File: config.mk
export PLATFORM = sky130hd
export DESIGN_NAME = tank_sprite_fetch_flat
export DESIGN_NICKNAME = d
export VERILOG_FILES = /design/src/rtl/tank_sprite_fetch_if.sv /design/src/rtl/tank_sprite_fetch.sv /design/src/flat_wrapper.sv
export SDC_FILE = /design/constraint.sdc
export NUM_CORES = 1
export LEC_CHECK = 0
export CAP_MARGIN = 20
export CORE_MARGIN = 2
export CORE_UTILIZATION = 52
export DETAILED_ROUTE_END_ITERATION = 16
export MAX_ROUTING_LAYER = met4
export PLACE_DENSITY = 0.87
export SYNTH_ARGS = -nofsm -noshare
export SYNTH_HDL_FRONTEND = slang
export SYNTH_SLANG_ARGS = --single-unit
File: constraint.sdc
create_clock -name Clk -period 4.08 [get_ports Clk]
set_input_delay 0.408 -clock Clk [delete_from_list [all_inputs] [get_ports Clk]]
set_output_delay 0.408 -clock Clk [all_outputs]
set_load 0.05 [all_outputs]
File: src/rtl/tank_sprite_fetch_if.sv
// Pixel/ROM/control bundle between the VGA front end and the tank sprite fetch stage.
// The slave side is the sprite fetch block; the master side drives pixels and controls and holds the ROM.
interface tank_sprite_fetch_if #(
  parameter int ROM_AW = 13
) ();
  logic              pix_en;
  logic [9:0]        DrawX;
  logic [9:0]        DrawY;
  logic              vsync_pulse;
  logic [9:0]        tank_x;
  logic [9:0]        tank_y;
  logic              explode;
  logic              respawn;
  logic [ROM_AW-1:0] rom_addr;
  logic [3:0]        rom_data;
  logic [3:0]        index;
  logic              pix_valid;
  logic              opaque;
  logic              anim_busy;
  logic              anim_done;

  modport master (
    output pix_en, DrawX, DrawY, vsync_pulse, tank_x, tank_y, explode, respawn, rom_data,
    input  rom_addr, index, pix_valid, opaque, anim_busy, anim_done
  );

  modport slave (
    input  pix_en, DrawX, DrawY, vsync_pulse, tank_x, tank_y, explode, respawn, rom_data,
    output rom_addr, index, pix_valid, opaque, anim_busy, anim_done
  );
endinterface

File: src/rtl/tank_sprite_fetch.sv
// Tank/explosion sprite front end: hit test, sprite ROM addressing, 3-cycle index pipeline
// and the vsync-paced explosion animation FSM.
module tank_sprite_fetch #(
  parameter int SPR_W      = 32,
  parameter int SPR_H      = 32,
  parameter int NUM_FRAMES = 7,
  parameter int FRAME_HOLD = 4,
  parameter int ROM_AW     = 13,
  parameter int TRANSP_IDX = 0
) (
  input logic                  Clk,
  input logic                  Reset_n,
  tank_sprite_fetch_if.slave   bus
);
  localparam int LW = $clog2(SPR_W);
  localparam int LH = $clog2(SPR_H);
  localparam int FW = (NUM_FRAMES > 1) ? $clog2(NUM_FRAMES) : 1;
  localparam int HW = (FRAME_HOLD > 1) ? $clog2(FRAME_HOLD) : 1;
  localparam logic [3:0]    TIDX      = 4'(TRANSP_IDX);
  localparam logic [FW-1:0] LAST_FRM  = FW'(NUM_FRAMES - 1);
  localparam logic [HW-1:0] LAST_HOLD = HW'(FRAME_HOLD - 1);

  typedef enum logic [1:0] {IDLE, EXPLODE, DEAD} state_t;

  state_t            state_q;
  logic [FW-1:0]     frame_q;
  logic [HW-1:0]     hold_q;
  logic              anim_busy_q;
  logic              anim_done_q;

  logic [9:0]        dx, dy;
  logic              hit;
  logic [ROM_AW-1:0] rom_addr_d;
  logic [ROM_AW-1:0] rom_addr_q;
  logic              vld_p1_q, hit_p1_q;
  logic              vld_p2_q, hit_p2_q;
  logic [3:0]        index_q;
  logic              pix_valid_q;
  logic              opaque_q;

  // ---- stage 0: hit test and address (the >= terms reject wrap-around at screen edges)
  assign dx  = bus.DrawX - bus.tank_x;
  assign dy  = bus.DrawY - bus.tank_y;
  assign hit = (bus.DrawX >= bus.tank_x) && (bus.DrawY >= bus.tank_y) &&
               (dx < 10'(SPR_W)) && (dy < 10'(SPR_H));
  assign rom_addr_d = (ROM_AW'(frame_q) << (LW + LH)) |
                      (ROM_AW'(dy[LH-1:0]) << LW) |
                      ROM_AW'(dx[LW-1:0]);

  // ---- stage 1: ROM address issue / stage 2: ROM data / stage 3: palette index out
  always_ff @(posedge Clk or negedge Reset_n) begin
    if (!Reset_n) begin
      rom_addr_q  <= '0;
      vld_p1_q    <= 1'b0;
      hit_p1_q    <= 1'b0;
      vld_p2_q    <= 1'b0;
      hit_p2_q    <= 1'b0;
      index_q     <= '0;
      pix_valid_q <= 1'b0;
      opaque_q    <= 1'b0;
    end else begin
      if (hit) rom_addr_q <= rom_addr_d;
      vld_p1_q    <= bus.pix_en;
      hit_p1_q    <= hit;
      vld_p2_q    <= vld_p1_q;
      hit_p2_q    <= hit_p1_q;
      index_q     <= hit_p2_q ? bus.rom_data : TIDX;
      pix_valid_q <= vld_p2_q;
      opaque_q    <= hit_p2_q && (bus.rom_data != TIDX) && (state_q != DEAD);
    end
  end

  // Explosion animation: frames advance only on vsync; respawn has priority over explode.
  always_ff @(posedge Clk or negedge Reset_n) begin
    if (!Reset_n) begin
      state_q     <= IDLE;
      frame_q     <= '0;
      hold_q      <= '0;
      anim_busy_q <= 1'b0;
      anim_done_q <= 1'b0;
    end else begin
      anim_done_q <= 1'b0;
      case (state_q)
        IDLE: begin
          if (bus.explode && !bus.respawn) begin
            state_q     <= EXPLODE;
            frame_q     <= FW'(1);
            hold_q      <= '0;
            anim_busy_q <= 1'b1;
          end
        end
        EXPLODE: begin
          if (bus.respawn) begin
            state_q     <= IDLE;
            frame_q     <= '0;
            hold_q      <= '0;
            anim_busy_q <= 1'b0;
          end else if (bus.vsync_pulse) begin
            if (hold_q == LAST_HOLD) begin
              if (frame_q < LAST_FRM) begin
                frame_q <= frame_q + FW'(1);
                hold_q  <= '0;
              end else begin
                state_q     <= DEAD;
                anim_busy_q <= 1'b0;
                anim_done_q <= 1'b1;
              end
            end else begin
              hold_q <= hold_q + HW'(1);
            end
          end
        end
        DEAD: begin
          if (bus.respawn) begin
            state_q <= IDLE;
            frame_q <= '0;
            hold_q  <= '0;
          end
        end
        default: begin
          state_q     <= IDLE;
          frame_q     <= '0;
          hold_q      <= '0;
          anim_busy_q <= 1'b0;
        end
      endcase
    end
  end

  assign bus.rom_addr  = rom_addr_q;
  assign bus.index     = index_q;
  assign bus.pix_valid = pix_valid_q;
  assign bus.opaque    = opaque_q;
  assign bus.anim_busy = anim_busy_q;
  assign bus.anim_done = anim_done_q;
endmodule
File: src/flat_wrapper.sv
// flat-port wrapper written by rule: the top's interface ports become plain ports
module tank_sprite_fetch_flat 
#(
  parameter int SPR_W      = 32,
  parameter int SPR_H      = 32,
  parameter int NUM_FRAMES = 7,
  parameter int FRAME_HOLD = 4,
  parameter int ROM_AW     = 13,
  parameter int TRANSP_IDX = 0
)
  (Clk, Reset_n, bus_pix_en, bus_DrawX, bus_DrawY, bus_vsync_pulse, bus_tank_x, bus_tank_y, bus_explode, bus_respawn, bus_rom_data, bus_rom_addr, bus_index, bus_pix_valid, bus_opaque, bus_anim_busy, bus_anim_done);
  tank_sprite_fetch_if #(.ROM_AW(ROM_AW)) bus_i ();
  input logic Clk;
  input logic Reset_n;
  input wire logic [$bits(bus_i.pix_en)-1:0] bus_pix_en;
  input wire logic [$bits(bus_i.DrawX)-1:0] bus_DrawX;
  input wire logic [$bits(bus_i.DrawY)-1:0] bus_DrawY;
  input wire logic [$bits(bus_i.vsync_pulse)-1:0] bus_vsync_pulse;
  input wire logic [$bits(bus_i.tank_x)-1:0] bus_tank_x;
  input wire logic [$bits(bus_i.tank_y)-1:0] bus_tank_y;
  input wire logic [$bits(bus_i.explode)-1:0] bus_explode;
  input wire logic [$bits(bus_i.respawn)-1:0] bus_respawn;
  input wire logic [$bits(bus_i.rom_data)-1:0] bus_rom_data;
  output wire logic [$bits(bus_i.rom_addr)-1:0] bus_rom_addr;
  output wire logic [$bits(bus_i.index)-1:0] bus_index;
  output wire logic [$bits(bus_i.pix_valid)-1:0] bus_pix_valid;
  output wire logic [$bits(bus_i.opaque)-1:0] bus_opaque;
  output wire logic [$bits(bus_i.anim_busy)-1:0] bus_anim_busy;
  output wire logic [$bits(bus_i.anim_done)-1:0] bus_anim_done;
  assign bus_i.pix_en = bus_pix_en;
  assign bus_i.DrawX = bus_DrawX;
  assign bus_i.DrawY = bus_DrawY;
  assign bus_i.vsync_pulse = bus_vsync_pulse;
  assign bus_i.tank_x = bus_tank_x;
  assign bus_i.tank_y = bus_tank_y;
  assign bus_i.explode = bus_explode;
  assign bus_i.respawn = bus_respawn;
  assign bus_i.rom_data = bus_rom_data;
  assign bus_rom_addr = bus_i.rom_addr;
  assign bus_index = bus_i.index;
  assign bus_pix_valid = bus_i.pix_valid;
  assign bus_opaque = bus_i.opaque;
  assign bus_anim_busy = bus_i.anim_busy;
  assign bus_anim_done = bus_i.anim_done;
  tank_sprite_fetch #(.SPR_W(SPR_W), .SPR_H(SPR_H), .NUM_FRAMES(NUM_FRAMES), .FRAME_HOLD(FRAME_HOLD), .ROM_AW(ROM_AW), .TRANSP_IDX(TRANSP_IDX)) u_core (.Clk(Clk), .Reset_n(Reset_n), .bus(bus_i));
endmodule
# Yosys cells after proc, flatten, opt, wreduce, memory -nomap -nowiden
# Cells that the tools add are included.
# W data, S select, Z words.
[word_totals] regBits=32 inputBits=50 elab_cells=81
[op_classes] add_sub_neg=4 order_cmp=5 n_eq_ne=11 mux=32 n_bitwise=3 reduce_logical=13
[ops] op="$mux W2" count=11
[ops] op="$ge A10 B10 Y1" count=2
[ops] op="$lt A10 B6 Y1 const B" count=2
[ops] op="$sub A10 B10 Y10" count=2
[ops] op="$mux W3" count=6
[ops] op="$reduce_and A5 Y1" count=3
[ops] op="$or A13 B10 Y13" count=1
[ops] op="$or A13 B5 Y13" count=1
[ops] op="$pmux W2 S3" count=2
[ops] op="$mux W1" count=10
[ops] op="$pmux W3 S3" count=1
[ops] op="$logic_and A1 B1 Y1" count=6
[ops] op="$ne A3 B2 Y1 const B" count=2
[ops] op="$ne A3 B3 Y1 const B" count=2
[ops] op="$eq A2 B2 Y1 const B" count=2
[ops] op="$mux W4" count=1
[ops] op="$ne A2 B2 Y1 const B" count=2
[ops] op="$ne A4 B4 Y1 const B" count=1
[ops] op="$reduce_and A4 Y1" count=1
[ops] op="$reduce_bool A4 Y1" count=1
[ops] op="$add A3 B1 Y3 const B" count=1
[ops] op="$lt A3 B3 Y1 const B" count=1
[ops] op="$pmux W1 S3" count=1
[ops] op="$add A2 B1 Y2 const B" count=1
[ops] op="5 further kinds" count=5

# Longest topological paths before layout
# Gate-level depths: netlist of the first run.
[depth] word_depth=6 mapped_depth=12 mapped_depth_nobuf=10

# Worst setup path before layout of the first run
# No wires, ideal clock.
[synth_path] kind="input to register" startpoint="input port bus_tank_x[5]" endpoint="register u_core.rom_addr_q[10] (netlist: u_core.bus.rom_addr[10])" setup_time_ns=0.125 arrival_time_ns=3.600 required_ns=3.955 slack_ns=0.354 path_stages=12 n_path_buf=3 path_cell_list="inv_1 > ha_1 > buf_6 > and3b_1 > a211o_1 > or4_1 > or4_1 > a2111oi_2 > or4b_1 > buf_2 > buf_6 > mux2_4"
[synth_between] elab_chain_cells=4
[synth_rtl] element="start, declared" line="flat_wrapper.sv:19" rtl="input wire logic [$bits(bus_i.tank_x)-1:0] bus_tank_x;"
[synth_rtl] element="$sub A10 B10 Y10 / $ge A10 B10 Y1 (equally long branches)" line="tank_sprite_fetch.sv:42, tank_sprite_fetch.sv:44"
[synth_rtl] element="$lt A10 B6 Y1 / $logic_and A1 B1 Y1 (equally long branches)" line="tank_sprite_fetch.sv:45, tank_sprite_fetch.sv:44"
[synth_rtl] element="$logic_and A1 B1 Y1 (*)" line="tank_sprite_fetch.sv:44" rtl="assign hit = (bus.DrawX >= bus.tank_x) && (bus.DrawY >= bus.tank_y) &&"
[synth_rtl] element="$logic_and A1 B1 Y1 (*)" line="tank_sprite_fetch.sv:45" rtl="(dx < 10'(SPR_W)) && (dy < 10'(SPR_H));"
[synth_rtl] element="end signal, assigned" line="tank_sprite_fetch.sv:62" rtl="if (hit) rom_addr_q <= rom_addr_d;"
[synth_rtl] element="end, declared" line="tank_sprite_fetch.sv:34" rtl="logic [ROM_AW-1:0] rom_addr_q;"
# Every way passes the cells marked *; elsewhere a longest branch is shown, timed or not.
# A chain may end at the register's enable or synchronous reset.

# Final worst setup path of the first run
[layout_path] startpoint="input port bus_tank_x[5]" endpoint="register u_core.rom_addr_q[11] (netlist: u_core.bus.rom_addr[11])"
# The elaborated chain is that of the path after synthesis.

==> flow_summary.toml, run 1 <==
[global_route]
global_route.usage.total_pct = 23.74
overflow = 0
grt_pass1_vias = 2177
grt_max_degree = 33
first_pass_grt_wire_length_um = 9549
grt_antenna_before_repair = 0

[power]
power_density_nw_per_um2 = 261.2
p_leak_nw = 1.612
power.ir.vdd_worst_mv = 0.1744

[drt]
detail_route.first_pass.iterations = 4
drc_errors = 0
wl_per_cell_um = 13.95
vias = 2181
detail_route.wirelength_um = 5566
final_antenna_net_count = 0
drt-initial-drc-count = 165
viasPerCell = 5.466

[logic_synthesis]
post_synth_instance_area_um2 = 2410
synth_common_cells = "35 x inv_1, 32 x dfrtp_1, 22 x ha_1, 18 x nor2_1, 17 x a21oi_1"
synth_cells = 265
synth_async_sr_flop_share_pct = 100.0
synth-main-ff-cell = "dfrtp_1"
postSynthAreaPerCell_um2 = 9.094
proportion_of_netlist_area_held_by_the_largest_area_contributor_pct = 33.23
synth_unique_cells = 51
ff_latch_count_synth = 32
synth.largest_area_cell = "dfrtp_1"
synth.yosys.seq_area_share_pct = 33.23
ys_warn_count = 0
synthMostInstantiatedCell = "inv_1"
synth.top_cells.by_area = "dfrtp_1 33%, ha_1 11%, inv_1 5.5%"
number_of_enable_flip_flop_cells_after_synthesis = 0
synthesis.nets = 339

[clock_network]
cts.repair_timing.setup_buffer_count = 0
h-tree-depth = 2
cts_root_buffer = "clkbuf_8"
clkLatencyLatePin_ns = 0.28
tritoncts_clock_tree = "built"
cts_inserted_buffers = 5
numClockSinks = 32
cts_resized = 0
clkSlewWorstSetupHoldPaths_ns = 0.06
hold_buffers = 0
ctsLongestPathBuffers = 2

[final_layout]
share_of_final_layout_standard_cells_stronger_than_drive_strength_1_pct = 8.646
design_area_um2 = 3306
insertedDiodeCount = 0
synthToLayoutAreaGrowth_pct = 37.18
finish.net_count = 420
utilization_pct = 74.89

[floorplanning]
core_area_um2 = 4414
floorplan.initialDensity_pct = 54.59
fp-row-count = 24
chipWidth_um = 72.08
chipHeight_um = 72.08
fp.dieArea_um2 = 5195
design.portCount = 71

[worst_setup_path]
worst_setup_path_start_kind = "primary input"
critical_path_class = "primary input to flop"
worst-endpoint-arrival_ns = 4.00
worstPathRequired_ns = 4.24
crit_path_max_fanout = 12
cp-end-kind = "flop"

[placed_design]
hpwlAfterDp_um = 4548
gp_congestion = 0.8940
portBuffers = 70
detailed_place.area_um2 = 3216

[min_path]
timing.hold.worst.class = "flop to flop"

[sta]
final.period_utilization_pct = 93.96
fin_skew_ns = 0.006885
timing_worst_slew_pin_value_ns = 0.7117
max_freq_mhz = 260.9
final-max-slew-violation-count = 0
grt_setup_unrepaired = "false"
worst_slew_margin_rel_pct = 51.33
setup_violations = 0
final.min_clock_period_ns = 3.834
finalHoldViolations = 0

[outcome]
outcome = "finished, final reports clean"

[run]
drv.max_cap_violation_count = 0
[final timing paths]
check | from | to | slack (ns) | depth (start not counted)
min reg2reg | u_core.vld_p1_q | u_core.vld_p2_q | 0.35 | 0
max | bus_tank_x[5] | u_core.bus.rom_addr[11] | 0.25 | 11
max in group asynchronous | Reset_n | u_core.frame_q[1] | 3.26 | 2
min in group asynchronous | Reset_n | u_core.bus.index[0] | 0.53 | 2
max reg2reg | u_core.state_q[1] | u_core.frame_q[0] | 2.22 | 6
min | u_core.vld_p1_q | u_core.vld_p2_q | 0.35 | 0
[cells in the final DEF, fill, tap and decap left out, types with 2 or more instances in the layout]
cell             netlist  final
buf_4                  0     11
clkbuf_8               0      6
nor2_1                18     18
mux2i_1                7      7
nand2_1               14     14
a211oi_1               5      5
clkdlybuf4s50_1        0     70
nand3_1                4      4
nand4_1                6      6
or4_1                  2      2
clkbuf_1               4      2
and2_1                 6      6
mux2_2                 5      5
fa_1                   2      2
nor2b_1                8      8
mux2_4                 6      6
or3_1                  2      2
dfrtp_1               32     32
a21o_1                 7      7
ha_1                  22     22
nor3_1                 6      6
xnor2_1                5      5
o21a_1                 4      4
o21ai_0               10     10
a21oi_1               17     17
nand2b_1               4      4
inv_1                 35     35
nor3b_1                7      7
[critical path, cell delays in order]
cell	delay, ns
clkdlybuf4s50_1	0.45
inv_1	0.04
ha_1	0.29
and3b_1	0.19
a211o_1	0.26
or4_1	0.51
or4_1	0.54
a2111oi_2	0.32
or4b_1	0.46
buf_4	0.22
mux2_4	0.31
[cell type report]
class / instances / area (um2)
multi-input combinational: 191 / 1435
fill: 335 / 1109
sequential: 32 / 800.8
tap: 52 / 65.06
timing repair buffer: 81 / 783.3
clock buffer: 8 / 90.09
inverter: 35 / 131.4
[metal layers]
| layer | wire length, um | track usage (%) |
|---|---|---|
| met5 | 0 | - |
| met4 | 104 | 7.547 |
| met3 | 241 | 3.889 |
| met2 | 2875 | 41.18 |
| met1 | 2344 | 28.13 |
[power breakdown]
part / leakage (nW) / internal (W) / switching [W] / total (W)
combinational: 1.16 / 0.000141 / 0.000136 / 0.000277
sequential: 0.411 / 0.000328 / 0.0000126 / 0.000341
clock: 0.0455 / 0.000137 / 0.000108 / 0.000246
[metrics by stage]
stage	worst slack (ns)	hold slack, ns	cells	total power (W)	TNS, ns
3_5_place_dp	-0.04338	0.3347	391	0.0006215	-0.3013
6_report	0.2464	0.3484	399	0.0008634	0
5_1_grt	0.07687	0.3564	399	0.0009127	0
2_1_floorplan	0.3545	0.1124	265	0.0005135	0
3_3_place_gp	0.005230	0.3323	391	0.0006119	0
4_1_cts	0.2466	0.3492	399	0.0008665	0
[cells by family after synthesis]
group	synth area share [%]
adders and majority gates	13.08
and+or+nand+nor	18.95
xor gates and xnor gates	1.817
AOI/OAI and AO/OA	16.72
muxes	8.982
buffers and inverters	7.217
DFF	33.23
[state kept, by name (all words and copies together), names as in the netlist, 2 cells and up]
| register | cells |
|---|---|
| u_core.bus.index | 4 |
| u_core.bus.rom_addr | 13 |
| u_core.frame_q | 3 |
| u_core.hold_q | 2 |
| u_core.state_q | 2 |
(Power assumes the default switching activity.)
==> run 2: changes to the inputs <==
--- a/config.mk
+++ b/config.mk
@@ -6,11 +6,12 @@
 export NUM_CORES = 1
 export LEC_CHECK = 0
 export CAP_MARGIN = 20
+export CELL_PAD_IN_SITES_DETAIL_PLACEMENT = 2
+export CELL_PAD_IN_SITES_GLOBAL_PLACEMENT = 2
 export CORE_MARGIN = 2
-export CORE_UTILIZATION = 52
+export CORE_UTILIZATION = 30
 export DETAILED_ROUTE_END_ITERATION = 16
-export MAX_ROUTING_LAYER = met4
-export PLACE_DENSITY = 0.87
+export PLACE_DENSITY_LB_ADDON = 0.1
 export SYNTH_ARGS = -nofsm -noshare
 export SYNTH_HDL_FRONTEND = slang
 export SYNTH_SLANG_ARGS = --single-unit
==> flow_summary.toml, run 2 (synthesis gave the netlist of run 1 again) <==
[floorplanning]
floorplan.initialDensity_pct = 31.02
chipHeight_um = 93.63
fp-row-count = 32
chipWidth_um = 93.63
core_area_um2 = 7767
design.portCount = 71
fp.dieArea_um2 = 8766

[power]
power.ir.vdd_worst_mv = 0.1069
p_leak_nw = 1.616
power_density_nw_per_um2 = 259.3

[global_route]
grt_antenna_before_repair = 0
busiest_layer = "met2"
global_route.usage.met2_pct = 29.32
global_route.usage.total_pct = 15.39
m3_gr_usage_pct = 2.015
grt_pass1_vias = 2379
grt_max_degree = 33
overflow = 0
globalRouteMet1Util_pct = 18.30
first_pass_grt_wire_length_um = 10920

[worst_setup_path]
worst-endpoint-arrival_ns = 4.05
crit_path_cell_trace = "clkdlybuf4s50_1, inv_1, ha_1, and3b_1, a211o_1, or4_1, or4_1, a2111oi_2, or4b_1, buf_4, mux2_4"
critical_path_class = "primary input to flop"
critical_path.max_stage_delay_ns = 0.54
cp-end-kind = "flop"
cp_max_stage_cell = "or4_1"
ff_to_ff_setup_slack_ns = 2.28
crit_path_max_fanout = 11
worstPathRequired_ns = 4.24
crit_path_frequent_cell = "or4_1"
worst_setup_path_start_kind = "primary input"

[drt]
drt-initial-drc-count = 60
viasPerCell = 4.942
wl_per_cell_um = 14.45
detail_route.first_pass.iterations = 3
detail_route.wirelength_um = 6475
vias = 2214
final_antenna_net_count = 0
drc_errors = 0

[final_layout]
largest_register_ff_count = 13
insertedDiodeCount = 0
finish.net_count = 420
utilization_pct = 43.44
layout.cells.most_common = "clkdlybuf4s50_1"
layout_common_cells = "70 x clkdlybuf4s50_1, 35 x inv_1, 32 x dfrtp_1, 22 x ha_1, 18 x nor2_1"
multi_input_area_um2 = 1435
synthToLayoutAreaGrowth_pct = 40.03
share_of_final_layout_standard_cells_stronger_than_drive_strength_1_pct = 8.960
fillers = 857
register_area_um2 = 800.8
final_cell_count_no_fill = 448

[placed_design]
gp_congestion = 0.7406
dpl.cell_count = 441
hpwlAfterDp_um = 5367
portBuffers = 70

[sta]
grt_setup_unrepaired = "false"
timing_worst_slew_pin_value_ns = 0.6627
finalHoldViolations = 0
final-max-slew-violation-count = 0
worst_slew_margin_rel_pct = 54.68
final.min_clock_period_ns = 3.892
final.period_utilization_pct = 95.39
setup_violations = 0
max_freq_mhz = 257.0
fin_skew_ns = 0.003592

[clock_network]
cts.repair_timing.setup_buffer_count = 0
ctsLongestPathBuffers = 2
clkSlewWorstSetupHoldPaths_ns = 0.06
h-tree-depth = 2
cts_resized = 0
cts_root_buffer = "clkbuf_8"
tritoncts_clock_tree = "built"
hold_buffers = 0
clkLatencyLatePin_ns = 0.27
cts_inserted_buffers = 5
numClockSinks = 32

[run]
drv.max_cap_violation_count = 0

[outcome]
outcome = "finished, final reports clean"

[min_path]
timing.hold.worst.class = "flop to flop"
run 2: cell count changes in the layout (fill, tap and decap cells not counted), sizes merged:
cell | previous run | this run
clkbuf | 8 | 7
run 2: area by class of cell:
cell class | count | area share, %
Sequential cell | 32 | 23.73
Timing Repair Buffer | 81 | 23.21
Multi-Input combinational cell | 191 | 42.53
Inverter | 35 | 3.893
Tap cell | 102 | 3.782
Clock buffer | 7 | 2.855
run 2: worst max-delay path: cells and delay by family:
family                     cells  cell delay [ns]
and+or+nand+nor                4             1.71
buffers and inverters          3             0.71
muxes                          1             0.31
AOI/OAI and AO/OA              2             0.59
adders and majority gates      1             0.29
run 2: report_power, final:
| part | switching [W] | leakage (nW) | internal, W |
|---|---|---|---|
| clock network | 0.000102 | 0.0503 | 0.000150 |
| logic | 0.000140 | 1.16 | 0.000141 |
| registers | 0.0000138 | 0.411 | 0.000328 |
run 2: through the flow:
stage                     setup slack [ns]  area (um2)  hold slack (ns)  TNS, ns   power, W
after floorplan                     0.3545        2410           0.1124        0  0.0005135
after global placement            -0.03348        3278           0.3322  -0.2188  0.0006214
after detailed placement           -0.1375        3278           0.3381   -1.548  0.0006312
after CTS                           0.1479        3374           0.3550        0  0.0008910
after global routing               0.03403        3374           0.3684        0  0.0009336
final                               0.1882        3374           0.3522        0  0.0008749
run 2: final timing paths:
check                                      start                       to  cells past startpoint
worst max-delay path               bus_tank_x[5]  u_core.bus.rom_addr[11]                     11
worst min-delay path             u_core.vld_p1_q          u_core.vld_p2_q                      0
worst max register to register  u_core.hold_q[0]        u_core.frame_q[0]                      8
worst min register to register   u_core.vld_p1_q          u_core.vld_p2_q                      0
max in group asynchronous                Reset_n   u_core.bus.rom_addr[1]                      2
min in group asynchronous                Reset_n   u_core.bus.rom_addr[6]                      2
run 2: per-layer routing:
metal / up-vias / share of wire [%]
met5: - / 0
met4: 0 / 0.73
met3: 5 / 3.2
met2: 45 / 52
met1: 1077 / 44
li1: 1087 / -
